**src/rtl/mig_seq_eval.sv**
```systemverilog
// Sequential evaluator for a programmable majority-inverter graph of MAJ3 gates.
// A single MAJ3 unit is time-shared: gate slot g is evaluated in the g-th EVAL cycle.
module mig_seq_eval #(
    parameter int N_IN      = 7,
    parameter int MAX_GATES = 8,
    parameter int SEL_W     = 4
) (
    input  logic                           clk,
    input  logic                           rst,
    input  logic                           cfg_we,
    input  logic [$clog2(MAX_GATES)-1:0]   cfg_addr,
    input  logic [3*(SEL_W+1)-1:0]         cfg_wdata,
    input  logic                           cfg_len_we,
    input  logic [$clog2(MAX_GATES+1)-1:0] cfg_len,
    input  logic                           cfg_oinv,
    output logic                           busy,
    input  logic                           in_valid,
    output logic                           in_ready,
    input  logic [N_IN-1:0]                in_x,
    output logic                           out_valid,
    input  logic                           out_ready,
    output logic                           out_y
);

    localparam int ADDR_W = $clog2(MAX_GATES);
    localparam int LEN_W  = $clog2(MAX_GATES + 1);
    localparam int OP_W   = SEL_W + 1;
    localparam int SLOT_W = 3 * OP_W;
    localparam int SRC_W  = 1 + N_IN + MAX_GATES;

    typedef enum logic [1:0] {
        IDLE = 2'd0,
        EVAL = 2'd1,
        HOLD = 2'd2
    } state_t;

    state_t                 state_reg;
    logic [SLOT_W-1:0]      prog_reg [MAX_GATES];
    logic [SLOT_W-1:0]      act_reg  [MAX_GATES];
    logic [LEN_W-1:0]       len_reg;
    logic                   oinv_reg;
    logic [LEN_W-1:0]       act_len_reg;
    logic                   act_oinv_reg;
    logic [N_IN-1:0]        x_reg;
    logic [MAX_GATES-1:0]   res_reg;
    logic [ADDR_W-1:0]      g_reg;
    logic                   out_y_reg;

    logic                   is_idle;
    logic                   accept;
    logic [MAX_GATES-1:0]   slot_we;
    logic [LEN_W-1:0]       len_sat;
    logic [SRC_W-1:0]       src;
    logic [SLOT_W-1:0]      cur_slot;
    logic [2:0]             op_val;
    logic                   maj;
    logic                   last_gate;

    assign is_idle  = (state_reg == IDLE);
    assign accept   = is_idle && in_valid;
    assign len_sat  = (cfg_len > LEN_W'(MAX_GATES)) ? LEN_W'(MAX_GATES) : cfg_len;

    genvar gi;
    generate
        for (gi = 0; gi < MAX_GATES; gi++) begin : g_slot_we
            assign slot_we[gi] = is_idle && cfg_we && (cfg_addr == ADDR_W'(gi));
        end
    endgenerate

    // Operand sources laid out so that the select code indexes them directly:
    // bit 0 is const0, bits 1..N_IN are x0..x6, the rest are gate results g0..g7.
    assign src      = {res_reg, x_reg, 1'b0};
    assign cur_slot = act_reg[g_reg];

    generate
        for (gi = 0; gi < 3; gi++) begin : g_operand
            assign op_val[gi] = src[cur_slot[gi*OP_W +: SEL_W]] ^ cur_slot[gi*OP_W + SEL_W];
        end
    endgenerate

    assign maj       = (op_val[0] & op_val[1]) | (op_val[0] & op_val[2]) | (op_val[1] & op_val[2]);
    assign last_gate = (LEN_W'(g_reg) == (act_len_reg - LEN_W'(1)));

    // The shadow program takes config writes; the active copy is snapshotted at
    // accept so a same-cycle write only affects the following vector.
    always_ff @(posedge clk or posedge rst) begin
        if (rst) begin
            for (int i = 0; i < MAX_GATES; i++) begin
                prog_reg[i] <= '0;
                act_reg[i]  <= '0;
            end
        end else begin
            for (int i = 0; i < MAX_GATES; i++) begin
                if (slot_we[i]) begin
                    prog_reg[i] <= cfg_wdata;
                end
                if (accept) begin
                    act_reg[i] <= prog_reg[i];
                end
            end
        end
    end

    always_ff @(posedge clk or posedge rst) begin
        if (rst) begin
            state_reg    <= IDLE;
            len_reg      <= '0;
            oinv_reg     <= 1'b0;
            act_len_reg  <= '0;
            act_oinv_reg <= 1'b0;
            x_reg        <= '0;
            res_reg      <= '0;
            g_reg        <= '0;
            out_y_reg    <= 1'b0;
        end else begin
            if (is_idle && cfg_len_we) begin
                len_reg  <= len_sat;
                oinv_reg <= cfg_oinv;
            end
            case (state_reg)
                IDLE: begin
                    if (in_valid) begin
                        x_reg        <= in_x;
                        res_reg      <= '0;
                        g_reg        <= '0;
                        act_len_reg  <= len_reg;
                        act_oinv_reg <= oinv_reg;
                        if (len_reg == '0) begin
                            out_y_reg <= oinv_reg;
                            state_reg <= HOLD;
                        end else begin
                            state_reg <= EVAL;
                        end
                    end
                end
                EVAL: begin
                    res_reg[g_reg] <= maj;
                    if (last_gate) begin
                        out_y_reg <= maj ^ act_oinv_reg;
                        state_reg <= HOLD;
                    end else begin
                        g_reg <= g_reg + ADDR_W'(1);
                    end
                end
                HOLD: begin
                    if (out_ready) begin
                        state_reg <= IDLE;
                    end
                end
                default: state_reg <= IDLE;
            endcase
        end
    end

    // in_ready is masked by rst so it reads low for the whole reset pulse.
    assign in_ready  = is_idle && !rst;
    assign busy      = !is_idle;
    assign out_valid = (state_reg == HOLD);
    assign out_y     = out_y_reg;

endmodule

```
**config.mk**
```make
export PLATFORM = sky130hd
export DESIGN_NAME = mig_seq_eval
export DESIGN_NICKNAME = d
export VERILOG_FILES = /design/src/rtl/mig_seq_eval.sv
export SDC_FILE = /design/constraint.sdc
export NUM_CORES = 1
export LEC_CHECK = 0
export CORE_UTILIZATION = 57
export CTS_BUF_LIST = sky130_fd_sc_hd__clkbuf_4
export DETAILED_ROUTE_END_ITERATION = 10
export PLACE_DENSITY = 0.78
export SLEW_MARGIN = 20
export SYNTH_ARGS = -nofsm -noshare
export SYNTH_HDL_FRONTEND = slang
export SYNTH_SLANG_ARGS = --single-unit
```
**constraint.sdc**
```tcl
create_clock -name clk -period 9.5 [get_ports clk]
set_input_delay 2.375 -clock clk [delete_from_list [all_inputs] [get_ports clk]]
set_output_delay 2.375 -clock clk [all_outputs]
set_load 0.02 [all_outputs]
```
# ---- Yosys cells after proc, flatten, opt, wreduce, memory -nomap -nowiden
# Cells that the tools add are included.
dict set report word_totals {
  register_bits 271
  output_inout_bits 4
}
dict set report op_classes {
  mux 27
  reduce_logical 24
  add_sub_neg 2
  eq_ne 15
  order_cmp 7
  bitwise 10
}
# operator count
set op_table {}
lappend op_table {{15-bit binary-select mux with 3-bit select} 1}
lappend op_table {{15-bit two-way mux} 2}
lappend op_table {{8-bit one-hot mux with 2 select lines} 1}
lappend op_table {{4-bit by 5-bit < comparator with 1-bit output (second input constant)} 3}
lappend op_table {{1-bit logical AND} 13}
lappend op_table {{1-bit binary-select mux with 4-bit select} 3}
lappend op_table {{3-bit equality test (second input constant)} 4}
lappend op_table {{8-bit bitwise mux} 1}
lappend op_table {{2-bit two-way mux} 4}
lappend op_table {{8-bit two-way mux} 1}
lappend op_table {{1-bit two-way mux} 7}
lappend op_table {{3-bit by 2-bit equality test with 1-bit output (second input constant)} 2}
lappend op_table {{3-bit two-way mux} 2}
lappend op_table {{2-bit inequality test (second input constant)} 3}
lappend op_table {{2-bit one-hot mux with 3 select lines} 1}
lappend op_table {{3-bit one-hot mux with 2 select lines} 1}
lappend op_table {{3-bit AND reduction} 2}
lappend op_table {{3-bit by 4-bit equality test with 1-bit output} 1}
lappend op_table {{4-bit greater-or-equal comparator (second input constant)} 1}
lappend op_table {{4-bit > comparator (second input constant)} 1}
lappend op_table {{4-bit logical NOT} 1}
lappend op_table {{3-bit by 4-bit < comparator with 1-bit output (second input constant)} 1}
lappend op_table {{4-bit two-way mux} 1}
lappend op_table {{2-bit by 1-bit inequality test with 1-bit output (second input constant)} 2}
lappend op_table {{18 further kinds} 26}

# ---- Logic depth before layout (Yosys ltp)
# Gate-level depths: netlist (run 1).
dict set report logic_depth {
  depth_word 13
  depth_mapped 13
  ltp_nobuf 10
}

# ---- Worst setup path after synthesis (run 1)
# Ideal clock, no wire load.
dict set report synth_timing {
  kind {input -> output}
  from {input port rst}
  to {output port in_ready}
  cell_stages 1
  setup_slack_ps 4457
  arrival_ps 2668
  path_buffers 0
  cell_sequence {nor2_1}
}
dict set report synth_between {
  elab_chain_cells 2
}
# item line
set synth_rtl {}
lappend synth_rtl {{from (decl)} 9} ;# input logic rst,
lappend synth_rtl {{1-bit logical NOT} 156} ;# assign in_ready = is_idle && !rst;
lappend synth_rtl {{1-bit logical AND} 156}
lappend synth_rtl {{to (decl)} 18} ;# output logic in_ready,
# Every way passes these cells.

# ---- Final worst setup path (run 1)
# Same ends and word-level chain as after synthesis.

==> results_dict.tcl, run 1 <==
set metrics [dict create \
    synthFlopType "dfrtp_1" \
    dieArea_um2 21410 \
    clk_pin_slew_ns 0.07 \
    cts-root-buf "clkbuf_4" \
    min_to "act_reg[26]" \
    std_cell_rows 52 \
    grt_pass1_wl_um 41710 \
    fin_skew_ns 0.03312 \
    place_inst 1340 \
    holdPathStages 2 \
    hold_buffers 0 \
    rsz0062_at_grt "no" \
    antenna_found_initial 1 \
    gr-usage-met3 0.04719 \
    r2r_slack_ns 5.43 \
    busiest_layer "met2" \
    r2r-start "g_reg[0]" \
    cp-start-kind "primary input" \
    vias_per_cell 5.553 \
    worst_pin_slew_ns 1.129 \
    drt-initial-drc-count 565 \
    place_ws_ns 3.513 \
    tns_ns 0 \
    drive_gt1_frac 0.2329 \
    finalNonFillerCells 1456 \
    synthAdderAreaFrac 0.003267 \
    gp_congestion 0.8364 \
    ys_seq_area_frac 0.5712 \
    synth-edff-count 0 \
    grtUsageMet2 0.3962 \
    wl_per_cell_um 17.29 \
    cts_tree "done" \
    synth-async-reset-ratio 1.000 \
    syn_inst 1080 \
    end_kind "output port" \
    max_freq_mhz 167.4 \
    ir_worst_vdd_mv 0.1802 \
    muxShareOfSynthArea 0.1901 \
    cts_resized 0 \
    core_area_um2 20300 \
    start_util 0.5848 \
    die_x_um 146.3 \
    ff2ff_path_depth 10 \
    grtUsageTotal 0.2502 \
    hold_ws_ns 0.4413 \
    htreeDepth 3 \
    final_area_um2 13300 \
    finish.utilization 0.6550 \
    maxCapViolations 0 \
    worstSetupPathType "in -> out" \
    outcome "complete, no violations" \
    arrival_ns 3.60 \
    fin_total_pwr_mw 4.487 \
    via_count 8085 \
    hp-start "prog_reg[26]" \
    die_y_um 146.3 \
    ant_nets 0 \
    synth_compound_gate_area_share 0.04437 \
    dpl_cell_area_um2 12430 \
    finalCritPeriodShare 0.6288 \
    yosys_warnings 0 \
    grt_use_met1 0.3373 \
    slew_violations 0 \
    first_pass_iters 5 \
    avgSynthCellArea_um2 10.99 \
    cts_setup_buffers 0 \
    syn_nets 1118 \
    wl_um 25180 \
    yosys.area_share.simple 0.1604 \
    dp_hpwl_um 14570 \
    cellPowerDensity_nw_per_um2 337.5 \
    hold_path_class "reg -> reg" \
    synth_seq_cells 271 \
    grt_max_degree 198 \
    synthXorXnorAreaFrac 0.006640 \
    slew_headroom 0.2453 \
    syn_to_final_growth_pct 11.99 \
    power_leakage_nw 6.532 \
    clk_path_buf_depth 3 \
    cts.sinks 271 \
    setup_viol 0 \
    critPathRequiredTime_ns 7.13 \
    synth_top_family_by_area "multiplexers" \
    synthDistinctLibCells 57 \
    synthesis.area_um2 11870 \
    min_period_ns 5.974 \
    fin_nets 1181 \
    hold_viol 0 \
    drcViolationCount 0 \
    clk_latency_ns 0.65 \
    r2r_end "res_reg[2]" \
    place.port_buffers 39 \
    setup_slack_ns 3.526 \
    grt_pass1_vias 8247 \
    ios 40 \
    crit_fanout 2 \
    overflow 0 \
    numCtsBuffers 69 \
]
Yosys cell counts, types with 2 or more instances:
cell | n | share of area
nand2_1 | 425 | 0.13
mux2_4 | 2 | 0.0025
buf_6 | 5 | 0.0047
nor3_1 | 2 | 0.00084
nor2_1 | 20 | 0.0063
a211oi_1 | 2 | 0.0013
o311ai_0 | 2 | 0.0015
and2_1 | 4 | 0.0021
mux2i_1 | 23 | 0.019
mux2_1 | 2 | 0.0019
buf_1 | 5 | 0.0016
o31ai_1 | 5 | 0.0032
and3_1 | 5 | 0.0026
clkbuf_1 | 41 | 0.013
mux4_1 | 7 | 0.015
xnor2_1 | 6 | 0.0044
o211ai_1 | 3 | 0.0019
buf_2 | 5 | 0.0021
a21oi_1 | 13 | 0.0055
o221ai_1 | 5 | 0.0037
xor2_1 | 3 | 0.0022
ha_1 | 2 | 0.0021
mux4_2 | 12 | 0.023
o21ai_0 | 13 | 0.0055
mux2i_4 | 2 | 0.0038
mux2_2 | 131 | 0.12
a22o_1 | 2 | 0.0015
nand2b_1 | 9 | 0.0047
inv_1 | 7 | 0.0022
o21a_1 | 2 | 0.0013
dfrtp_1 | 271 | 0.57
nand3_1 | 6 | 0.0025
o22ai_1 | 9 | 0.0047
nor2b_1 | 5 | 0.0026
nor3b_1 | 2 | 0.0013
critical path, cell delays in order:
cell and delay (ns):
clkdlybuf4s50_1 0.47, nor2_1 0.14, clkdlybuf4s50_1 0.62
per-layer routing:
layer,share of wire,vias to the layer above
li1,-,3784
met2,0.48,205
met1,0.44,4052
met5,0,-
met4,0.028,0
met3,0.051,44
power breakdown:
group	switching, mW	total [mW]	internal, mW
Clock	0.441	0.955	0.514
Sequential	0.293	1.95	1.66
Combinational	0.847	1.58	0.733
Total	1.58	4.49	2.91
worst max-delay path by stage:
stage,startpoint,end,slack [ns],cells past startpoint
finish,rst,in_ready,3.53,3
global route,rst,in_ready,3.49,3
CTS,rst,in_ready,3.51,3
detailed placement,rst,in_ready,3.51,3
global placement,rst,in_ready,3.55,3
floorplan,rst,act_len_reg[0],3.54,1
placed cells by master (no fill, tap or decap), drive strengths merged, types with 3 or more instances in the layout:
master | Yosys | layout
a21oi | 13 | 13
o211ai | 3 | 3
o221ai | 5 | 5
xnor2 | 6 | 6
mux4 | 19 | 19
and2 | 4 | 4
nor2 | 20 | 20
mux2i | 25 | 25
clkdlybuf4s50 | 0 | 39
nand2 | 425 | 425
inv | 8 | 10
dfrtp | 271 | 271
and3 | 5 | 5
o21ai | 13 | 13
nand2b | 9 | 9
o22ai | 10 | 10
buf | 15 | 8
a211oi | 3 | 3
mux2 | 135 | 135
o311ai | 3 | 3
nor2b | 5 | 5
o31ai | 5 | 5
xor2 | 3 | 3
clkbuf | 41 | 103
clkinv | 0 | 7
nand3 | 6 | 6
kinds of logic after synthesis:
kind of cell | after synthesis
XOR/XNOR | 9
AO/OA/AOI/OAI | 71
AND/OR/NAND/NOR | 483
multiplexers | 179
buffers and inverters | 64
flip-flops | 271
adder cells (fa/ha/maj) | 3
area by class of cell:
class | count | area [um^2]
clock inverter | 11 | 68.82
antenna | 1 | 2.502
timing repair buffer | 48 | 488.0
multi-input combinational | 745 | 4816
tap | 270 | 337.8
sequential | 271 | 6783
clock buffer | 102 | 765.7
inverter | 8 | 33.78
fill | 1567 | 7004
No activity file was read; power rests on OpenSTA's default activity.
==> run 2, diff against run 1 <==
==> constraint.sdc (replaced) <==
create_clock -name clk -period 5.3 [get_ports clk]
set_input_delay 1.325 -clock clk [delete_from_list [all_inputs] [get_ports clk]]
set_output_delay 1.325 -clock clk [all_outputs]
set_load 0.02 [all_outputs]
==> run 2 against run 1 <==
  * Routed wire length is 7.1% higher
  * Critical endpoint is now out_y
  * Sequential cell count stayed put
  * Cell area grew 0.73%
  * Sequential power up 83%
  * Largest cell class unchanged
  * Clock-buffer cell count rose by 1
  * Largest power group unchanged
==> results_dict.tcl, run 2 (synthesized netlist as in run 1, its figures left out) <==
set metrics [dict create \
    outcome "complete, no violations" \
    via_count 8308 \
    vias_per_cell 5.690 \
    cp-start-kind "register" \
    drcViolationCount 0 \
    tns_ns 0 \
    finalNonFillerCells 1460 \
    setup_slack_ns 1.282 \
    wl_um 26950 \
    power_switching_mw 2.902 \
    p_clk_frac 0.224 \
    dpl_cell_area_um2 12490 \
    end_kind "register" \
    antenna_found_initial 1 \
    maxCapViolations 0 \
    ant_nets 0 \
    finish.utilization 0.6598 \
    layout_commonest_cell "nand2_1" \
    hold_buffers 0 \
    worst_pin_slew_ns 1.148 \
    place_inst 1345 \
    p_int_mw 5.322 \
    fin_nets 1186 \
    die_x_um 146.3 \
    fin_skew_ns 0.02444 \
    multi_input_area_um2 4818 \
    min_to "act_reg[113]" \
    clk_path_buf_depth 3 \
    clk_latency_ns 0.67 \
    p_comb_frac 0.342 \
    fin_total_pwr_mw 8.224 \
    final_area_um2 13390 \
    die_y_um 146.3 \
    setup_viol 0 \
    hold_viol 0 \
    min_period_ns 4.018 \
    n_fill_cell 1594 \
    hold_ws_ns 0.4578 \
    switching_share 0.3528 \
    ios 40 \
    max_freq_mhz 248.9 \
    crit_fanout 28 \
    r2r_slack_ns 1.28 \
    grtUsageTotal 0.2681 \
    hp-start "prog_reg[113]" \
    hold_path_class "reg -> reg" \
    overflow 0 \
    cts-root-buf "clkbuf_4" \
    seqPwrFrac 0.434 \
    r2r-start "g_reg[0]" \
    slew_violations 0 \
    gp_congestion 0.9442 \
    start_util 0.5848 \
    grt_pass1_wl_um 44640 \
    grt_max_degree 90 \
    cts.sinks 271 \
    dieArea_um2 21410 \
    cellPowerDensity_nw_per_um2 614.0 \
    rsz0062_at_grt "no" \
    dp_hpwl_um 16400 \
    cts_setup_buffers 0 \
    final-seq-area_um2 6783 \
    core_area_um2 20300 \
    place_ws_ns 1.262 \
    drive_gt1_frac 0.2380 \
    arrival_ns 4.60 \
    numCtsBuffers 70 \
    ff2ff_path_depth 11 \
    std_cell_rows 52 \
    finalCritPeriodShare 0.7581 \
    cts_tree "done" \
    clk_pin_slew_ns 0.07 \
    wl_per_cell_um 18.46 \
    cts_resized 0 \
    power_leakage_nw 6.579 \
    critPathRequiredTime_ns 5.88 \
    first_pass_iters 5 \
    htreeDepth 3 \
    holdPathStages 2 \
    final_cell_mix "nand2_1, dfrtp_1, mux2_2" \
    r2r_end "out_y" \
    grt_pass1_vias 8439 \
    syn_to_final_growth_pct 12.82 \
    place.port_buffers 39 \
    slew_headroom 0.2331 \
    ir_worst_vdd_mv 0.2506 \
    drt-initial-drc-count 648 \
    worstSetupPathType "reg -> reg" \
]
==> run 2: cell types whose count changed in the layout (fill, tap and decap cells not counted) <==
| cell | before | now |
|---|---|---|
| clkinv_4 | 0 | 1 |
| nand2_1 | 424 | 423 |
| clkinv_2 | 1 | 0 |
| clkinv_1 | 6 | 4 |
| buf_16 | 1 | 0 |
| inv_2 | 4 | 3 |
| nand2_2 | 0 | 1 |
| bufinv_16 | 1 | 3 |
| clkbuf_4 | 102 | 103 |
| buf_4 | 6 | 9 |
| buf_12 | 1 | 3 |
==> run 2: worst max path at each step <==
stage                  start             end  slack [ns]  cells past startpoint
floorplan                rst  act_len_reg[0]        0.39                      1
global placement    g_reg[0]           out_y        1.42                     10
detailed placement  g_reg[0]      res_reg[7]        1.26                      9
CTS                 g_reg[0]           out_y        1.27                     10
global route        g_reg[0]      res_reg[7]        1.02                     10
finish              g_reg[0]           out_y        1.28                     11
==> run 2: layout make-up <==
| cell class | instances | area share |
|---|---|---|
| well taps | 270 | 0.02522 |
| flip-flops and latches | 271 | 0.5064 |
| inverters | 8 | 0.002522 |
| diodes | 1 | 0.0001868 |
| repair buffers | 52 | 0.03905 |
| multi-input cells | 745 | 0.3598 |
| clock buffers | 103 | 0.05774 |
| clock inverters | 10 | 0.009062 |
==> run 2: worst max-delay path: stages, from the launching register on <==
cell and delay, ns:
dfrtp_2 0.74, buf_4 0.52, mux2i_1 0.14, a222oi_1 0.80, clkbuf_2 0.29, nor2_1 0.05, a2111o_1 0.41, o311ai_1 0.12
xor2_1 0.14, maj3_4 0.42, xor2_1 0.17, a21oi_1 0.14
==> run 2: per-layer routing <==
layer | global-route usage | vias to the layer above | wire length [um]
met2 | 0.4174 | 270 | 12700
li1 | - | 3794 | -
met3 | 0.04438 | 70 | 1556
met5 | 0 | - | 0
met4 | 0.1203 | 0 | 895
met1 | 0.3739 | 4174 | 11800
==> run 2: power by group through the flow <==
| stage | logic [mW] | registers, mW | clock network (mW) |
|---|---|---|---|
| after global placement | 2.69 | 3.55 | 0 |
| after CTS | 2.81 | 3.56 | 1.88 |
| after global routing | 3.11 | 3.68 | 1.98 |
| after floorplan | 2.29 | 3.35 | 0 |
| final | 2.81 | 3.57 | 1.84 |
| after detailed placement | 2.79 | 3.58 | 0 |
